--- config.mk ---
export PLATFORM = sky130hd
export DESIGN_NAME = fetch_req_ctrl
export DESIGN_NICKNAME = d
export VERILOG_FILES = /design/src/rtl/fetch_req_ctrl.sv
export SDC_FILE = /design/constraint.sdc
export NUM_CORES = 1
export LEC_CHECK = 0
export BUFFER_PORTS_ARGS = -buffer_cell sky130_fd_sc_hd__buf_2
export CAP_MARGIN = 20
export CORE_UTILIZATION = 41
export CTS_BUF_LIST = sky130_fd_sc_hd__clkbuf_8
export DETAILED_ROUTE_END_ITERATION = 8
export PLACE_DENSITY_LB_ADDON = 0.1
export REMOVE_ABC_BUFFERS = 1
export SYNTH_ARGS = -nofsm -noshare
export SYNTH_HDL_FRONTEND = slang
export SYNTH_SLANG_ARGS = --single-unit
export TNS_END_PERCENT = 20
--- constraint.sdc ---
create_clock -name clk -period 3 [get_ports clk]
set_clock_uncertainty 0.2 [all_clocks]
set_input_delay 0.6 -clock clk [delete_from_list [all_inputs] [get_ports clk]]
set_output_delay 0.6 -clock clk [all_outputs]
set_load 0.05 [all_outputs]
--- src/rtl/fetch_req_ctrl.sv ---
// Fetch-request controller: owns the fetch PC, keeps one icache request in flight and
// presents a registered one- or two-instruction bundle to IF. Macro FETCH_PAIR_EN enables dual fetch.
module fetch_req_ctrl #(
    parameter logic [31:0] RESET_PC = 32'h1c00_0000
) (
    input  logic        clk,
    input  logic        rst,
    input  logic        excep_flush_i,
    input  logic [31:0] excep_pc_i,
    input  logic        branch_flush_i,
    input  logic [31:0] branch_pc_i,
    input  logic        pr_taken_i,
    input  logic [31:0] pr_pc_i,
    input  logic        pre_uncache_i,
    output logic        inst_req_o,
    output logic [31:0] inst_addr_o,
    output logic        inst_uncache_o,
    input  logic        inst_addr_ok_i,
    input  logic        inst_data_ok_i,
    input  logic [63:0] inst_rdata_i,
    input  logic        next_allowin_i,
    output logic        if_valid_o,
    output logic [31:0] if_pc_o,
    output logic [31:0] if_inst1_o,
    output logic [31:0] if_inst2_o,
    output logic        if_inst2_en_o,
    output logic        if_adef_o
);

    typedef enum logic [2:0] {S_IDLE, S_REQ, S_WAIT, S_HOLD, S_HALT} state_t;

    state_t      state_q, state_d;
    logic [31:0] pc_q, pc_d;
    logic        discard_q, discard_d;
    logic        uncache_q, uncache_d;
    logic        valid_q, valid_d;
    logic [31:0] if_pc_q, if_pc_d;
    logic [31:0] inst1_q, inst1_d;
    logic [31:0] inst2_q, inst2_d;
    logic        inst2_en_q, inst2_en_d;
    logic        adef_q, adef_d;

    logic        redirect;
    logic [31:0] redirect_pc;
    logic        aligned;
    logic [31:0] seq_pc;

    assign redirect    = excep_flush_i | branch_flush_i;
    assign redirect_pc = excep_flush_i ? excep_pc_i : branch_pc_i;
    assign aligned     = (pc_q[1:0] == 2'b00);

`ifdef FETCH_PAIR_EN
    assign seq_pc = (uncache_q | pc_q[2]) ? pc_q + 32'd4 : pc_q + 32'd8;
`else
    assign seq_pc = pc_q + 32'd4;
    logic unused_pair;
    assign unused_pair = ^{1'b0, inst_rdata_i[63:32], uncache_q};
`endif

    always_comb begin
        state_d    = state_q;
        pc_d       = pc_q;
        discard_d  = discard_q;
        uncache_d  = uncache_q;
        valid_d    = valid_q;
        if_pc_d    = if_pc_q;
        inst1_d    = inst1_q;
        inst2_d    = inst2_q;
        inst2_en_d = inst2_en_q;
        adef_d     = adef_q;

        if (redirect) begin
            pc_d    = redirect_pc;
            valid_d = 1'b0;
        end

        case (state_q)
            S_IDLE: state_d = S_REQ;
            S_REQ: begin
                if (!aligned) begin
                    if (!redirect) begin
                        state_d    = S_HOLD;
                        valid_d    = 1'b1;
                        adef_d     = 1'b1;
                        if_pc_d    = pc_q;
                        inst1_d    = '0;
                        inst2_d    = '0;
                        inst2_en_d = 1'b0;
                    end
                end else if (inst_addr_ok_i) begin
                    // Accepted request is in flight even if a redirect lands now
                    state_d   = S_WAIT;
                    uncache_d = pre_uncache_i;
                    discard_d = redirect;
                end
            end
            S_WAIT: begin
                if (inst_data_ok_i) begin
                    if (discard_q || redirect) begin
                        discard_d = 1'b0;
                        state_d   = S_REQ;
                    end else begin
                        state_d = S_HOLD;
                        valid_d = 1'b1;
                        adef_d  = 1'b0;
                        if_pc_d = pc_q;
                        inst1_d = inst_rdata_i[31:0];
`ifdef FETCH_PAIR_EN
                        inst2_d    = inst_rdata_i[63:32];
                        inst2_en_d = ~uncache_q & ~pc_q[2];
`else
                        inst2_d    = '0;
                        inst2_en_d = 1'b0;
`endif
                    end
                end else if (redirect) begin
                    discard_d = 1'b1;
                end
            end
            S_HOLD: begin
                if (redirect) begin
                    state_d = S_REQ;
                end else if (next_allowin_i) begin
                    valid_d = 1'b0;
                    if (adef_q) begin
                        state_d = S_HALT;
                    end else begin
                        state_d = S_REQ;
                        pc_d    = pr_taken_i ? pr_pc_i : seq_pc;
                    end
                end
            end
            S_HALT: if (redirect) state_d = S_REQ;
            default: state_d = S_IDLE;
        endcase
    end

    always_ff @(posedge clk) begin
        if (rst) begin
            state_q    <= S_IDLE;
            pc_q       <= RESET_PC;
            discard_q  <= 1'b0;
            uncache_q  <= 1'b0;
            valid_q    <= 1'b0;
            if_pc_q    <= '0;
            inst1_q    <= '0;
            inst2_q    <= '0;
            inst2_en_q <= 1'b0;
            adef_q     <= 1'b0;
        end else begin
            state_q    <= state_d;
            pc_q       <= pc_d;
            discard_q  <= discard_d;
            uncache_q  <= uncache_d;
            valid_q    <= valid_d;
            if_pc_q    <= if_pc_d;
            inst1_q    <= inst1_d;
            inst2_q    <= inst2_d;
            inst2_en_q <= inst2_en_d;
            adef_q     <= adef_d;
        end
    end

    assign inst_req_o     = (state_q == S_REQ) && aligned;
    assign inst_addr_o    = pc_q;
    assign inst_uncache_o = inst_req_o & pre_uncache_i;
    assign if_valid_o     = valid_q;
    assign if_pc_o        = if_pc_q;
    assign if_inst1_o     = inst1_q;
    assign if_inst2_o     = inst2_q;
    assign if_inst2_en_o  = inst2_en_q;
    assign if_adef_o      = adef_q;

endmodule

== Word-level counts from Yosys, hierarchy flattened ==
Index checks and enable logic that the tools add are counted.

* Input port bits: 169
* Logic and storage cells: 88
* Register bits: 135

* Muxes and demuxes: 52
* Bitwise operators: 2
* Equal/unequal tests: 16
* Reduce and logical (&&, ||, !) cells: 8
* $add $sub $neg: 1

{| class="wikitable"
|+ Operators with widths
! cell !! number
|-
| 2-to-1 mux 32 bit || 17
|-
| case mux 32 bit (2 select lines) || 3
|-
| adder 32 x 3 -> 32 bit, second input constant || 1
|-
| 2-to-1 mux 3 bit || 8
|-
| 2-to-1 mux 1 bit || 18
|-
| inequality test 3 bit, second input constant || 5
|-
| case mux 3 bit (5 select lines) || 1
|-
| AND reduction 5 bit || 3
|-
| inequality test 2 bit, second input constant || 7
|-
| == test 3 x 2 -> 1 bit, second input constant || 2
|-
| case mux 1 bit (2 select lines) || 3
|-
| == test 3 x 1 -> 1 bit, second input constant || 1
|-
| == test 3 bit, second input constant || 1
|-
| logical NOT 3 bit || 1
|-
| case mux 1 bit (3 select lines) || 1
|-
| logical NOT 2 bit || 1
|-
| 2-to-1 mux 2 bit || 1
|-
| nonzero test 2 bit || 1
|-
| AND 1 bit || 1
|-
| logical AND 1 bit || 1
|-
| logical OR 1 bit || 1
|-
| bitwise OR 1 bit || 1
|}

== Longest topological paths before layout ==
* Word-level depth: 6
* Mapped depth: 8
* Depth with buffers taken out: 6

== Least setup slack after synthesis ==
No wires, ideal clock.

* Kind: reg2out
* From: reg state_q[0]
* To: out inst_uncache_o
* Data required time: 2200 ps
* Setup slack: -260 ps
* Cell stages (with the launch flop): 4
* Arrival: 2460 ps
* Buffers on the path: 0
* Path through: dfxtp_1 -> or3b_2 -> nor3_1 -> and2_1

* Longest elaborated chain between the ends: 3

{| class="wikitable"
|+ RTL lines
! item !! RTL line !! RTL
|-
| start, declared || 32 || <nowiki>state_t state_q, state_d;</nowiki>
|-
| start signal, assigned || 151 || <nowiki>state_q <= state_d;</nowiki>
|-
| == test 3 x 1 -> 1 bit || 164 || <nowiki>assign inst_req_o = (state_q == S_REQ) && aligned;</nowiki>
|-
| logical AND 1 bit || 164 ||
|-
| via inst_req_o || 15 || <nowiki>output logic inst_req_o,</nowiki>
|-
| AND 1 bit || 166 || <nowiki>assign inst_uncache_o = inst_req_o & pre_uncache_i;</nowiki>
|-
| end, declared || 17 || <nowiki>output logic inst_uncache_o,</nowiki>
|}

The timed path passes the listed nets, and every way through them passes these cells.

== Final worst setup path ==
* From: reg state_q[1]
* To: out inst_uncache_o

* Longest elaborated chain between the ends: 3

{| class="wikitable"
|+ RTL lines
! item !! RTL line
|-
| == test 3 x 1 -> 1 bit || 164
|-
| logical AND 1 bit || 164
|-
| AND 1 bit || 166
|}

Every way passes these cells.

==> run metrics <==
status complete, no violations; Port Buf Inserts 236; Distinct cells, synth 74; postcts setup bufs 0; DR vias/cell 5.40; WP data arrival 1.95 ns; number of setup violations in the final report 0; Post-synth EDFFs 0; global route total overflow 0; worst r2r src inst_addr_o[2]; cell count of the worst reg-to-reg path 6; CP Max Fanout 15; Synth Register Bits 102; Inserted Diodes 0; Layout fillers 1425; Final Wtd Congestion 0.856; multi-input combinational cell area 3250 sq um; Worst Path Buf+Inv 1; die height 121 microns; I/O pin cnt 302; crit end category output port; Peak Freq 364 MHz; CTS tree yes; Post-Synth Adder-Cell Area 0.215%; Yosys warnings 0; number of antenna violations at the first check in global routing 0; row cnt 43; post-synthesis simple-gate area fraction 26.9%; Final ANT Viol Nets 0; Layout area overhead 25.2%; First DRT Iteration DRCs 482; Die W 121 microns; Most used DFF post-synth dfxtp_1; Synth Area in XOR/XNOR 1.51%; r2r endpoint inst_addr_o[26]; Crit path largest cell delay 0.53 ns; CTS Buffer Depth 2; crit-path leading delay family simple AND/OR/NAND/NOR gates; relative slew slack 52.2%; Avg Inst Size Synth 7.67 sq um; Final min period 2.75 ns; post-route clock period utilization 91.5%; total stage count of the critical path 4; Skew-Pair Late Insertion Delay 0.38 ns; pwr dens 467 nW/um^2; worst path cell trace or3b_2 -> nor3_1 -> and2_1 -> buf_2; mux cell area share after synthesis 1.21%; CTS Buf Count 9; average wire per standard cell 16.8 microns; hold_buf cts 0; Pleak 0.00312 uW; maximum VDD drop 0.000328 V; CP required 2.20 ns; sequential cell area 2040 sq um; Least-Margin Pin Slew 0.715 ns; GRT Overall Usage 26.0%; compound-gate portion of the synthesized area 23.6%; Slowest-stage cell, CP or3b_2; Syn Inst Count 758; final hold violation count 0; DR DRC count 0; PnR worst setup slack 0.254 ns; Mapped Area 5810 sq um; layout cells sized above 1 31.8%; largest family of logic cells by synthesized area simple AND/OR/NAND/NOR gates; clk root buf clkbuf_8; DP Wirelength 14000 microns; routed vias 6237; crit path kind reg2out; crit path launch type flip-flop; worst slack at placement 0.383 ns; Initial Util 42.0%; register area share after synthesis 35.1%; Final nets 1141; Hold Path End if_inst1_o[16]; hold path cells 2; largest net degree at the start of global routing 41; drt total wl 19500 microns; RSZ-0062 raised after global routing false; CTS H-Tree Depth 3; die area 14700 sq um; max cap viols 0; min-delay src if_inst1_o[16]; cts repair resizes 0; power consumption 3390 uW; worst min path class reg2reg; reg2reg setup slack 0.37 ns; core area 13800 sq um; vias in the first global route 5558; drt first pass iters 6; Total Neg Setup Slack 0 ns; global-route wire length before repair 29700 microns; Clock Sinks 102; max-slew violation count 0; Post-synth ARST share 0%; clock slew at reported path FFs 0.10 ns
-- logic make-up (layout without fill, tap and decap cells) --
group | after synthesis | after routing
other | 1 | 33
flip-flops | 102 | 102
XOR/XNOR | 10 | 10
buffers and inverters | 110 | 296
AND/OR/NAND/NOR | 313 | 313
AO/OA/AOI/OAI | 214 | 214
adder cells (fa/ha/maj) | 1 | 1
multiplexers | 7 | 7
-- synthesized netlist by cell type, types with 4 or more instances --
library cell | instances | share of area (%)
a222oi_1 | 5 | 0.86
nand3_1 | 49 | 4.2
a21oi_1 | 99 | 8.5
clkbuf_8 | 7 | 1.7
nor3_1 | 24 | 2.1
buf_6 | 4 | 0.78
buf_2 | 8 | 0.69
mux2i_1 | 7 | 1.2
and3_1 | 4 | 0.43
o21ai_0 | 20 | 1.7
clkbuf_1 | 38 | 2.5
nor2b_1 | 6 | 0.65
a221o_1 | 4 | 0.69
a22oi_1 | 12 | 1.6
and2_1 | 4 | 0.43
o22ai_1 | 9 | 0.97
xnor2_1 | 7 | 1.1
nand2b_1 | 7 | 0.75
a311oi_1 | 4 | 0.60
nand2_1 | 128 | 8.3
o211ai_1 | 4 | 0.52
or3_1 | 6 | 0.65
nand4_1 | 4 | 0.43
dfxtp_1 | 102 | 35
o31ai_1 | 5 | 0.65
buf_4 | 35 | 4.5
a31oi_1 | 5 | 0.54
nor4_1 | 6 | 0.65
a211oi_1 | 8 | 1.0
inv_1 | 14 | 0.90
o221ai_1 | 5 | 0.75
a221oi_1 | 5 | 0.75
nor2_1 | 41 | 2.6
-- worst reg2reg max path, cell delays in order, from the launching register on --
cell	delay [ns]
dfxtp_1	0.47
ha_1	0.30
nand4_2	0.25
or4_4	0.63
or4_1	0.48
a21oi_1	0.14
or3_1	0.11
-- routing by layer --
| layer | vias up | part of all wire [%] | track usage (%) |
|---|---|---|---|
| met1 | 2903 | 46 | 35.3 |
| li1 | 3080 | - | - |
| met2 | 238 | 47 | 42.5 |
| met4 | 0 | 1.2 | 4.94 |
| met5 | - | 0 | 0 |
| met3 | 16 | 6.2 | 5.50 |
-- flip-flops by register name, indices dropped and copies added, names as in the netlist --
name         cells
discard_q        1
if_adef_o        1
if_inst1_o      32
if_pc_o         32
if_valid_o       1
inst_addr_o     32
state_q          3
-- where the power goes --
| group | internal (uW) | switching (uW) |
|---|---|---|
| registers | 1400 | 84.3 |
| logic | 246 | 554 |
| clock network | 584 | 520 |
-- cell usage in the layout (no fill, tap or decap), types with 9 or more instances in the layout --
cell	instances
nand3_1	49
conb_1	33
o21ai_0	19
clkbuf_8	10
buf_4	28
buf_2	235
nand2_1	128
a21oi_1	99
dfxtp_1	101
a22oi_1	12
nor3_1	24
o22ai_1	9
nor2_1	40
inv_1	14
-- cell type report --
class                      instances  share of cell area [%]
multi-input combinational        578                    44.7
sequential                       102                    28.1
timing repair buffer             266                    19.9
tap                              180                    3.10
clock buffer                      10                    1.89
clock inverter                     6                    1.62
inverter                          14                   0.723
-- through the flow --
| stage | std cells | utilization (%) | area, sq um | hold WS, ns |
|---|---|---|---|---|
| after floorplan | 694 | - | 5320 | 0.292 |
| after global placement | 1140 | 50.7 | 7020 | 0.236 |
| after detailed placement | 1140 | 50.7 | 7020 | 0.241 |
| after CTS | 1156 | 52.6 | 7270 | 0.238 |
| after global routing | 1156 | 52.6 | 7270 | 0.237 |
| final | 1156 | 52.6 | 7270 | 0.253 |
-- how the worst max path moves through the flow --
stage	end	start	slack, ns
3_5_place_dp	if_inst1_o[28]	excep_flush_i	0.38
4_1_cts	inst_uncache_o	state_q[0]	0.11
3_3_place_gp	if_inst1_o[28]	excep_flush_i	0.40
5_1_grt	inst_uncache_o	state_q[2]	0.14
6_report	inst_uncache_o	state_q[1]	0.25
2_1_floorplan	if_adef_o	state_q[0]	-1.93
No activity file was read; power rests on OpenSTA's default activity.
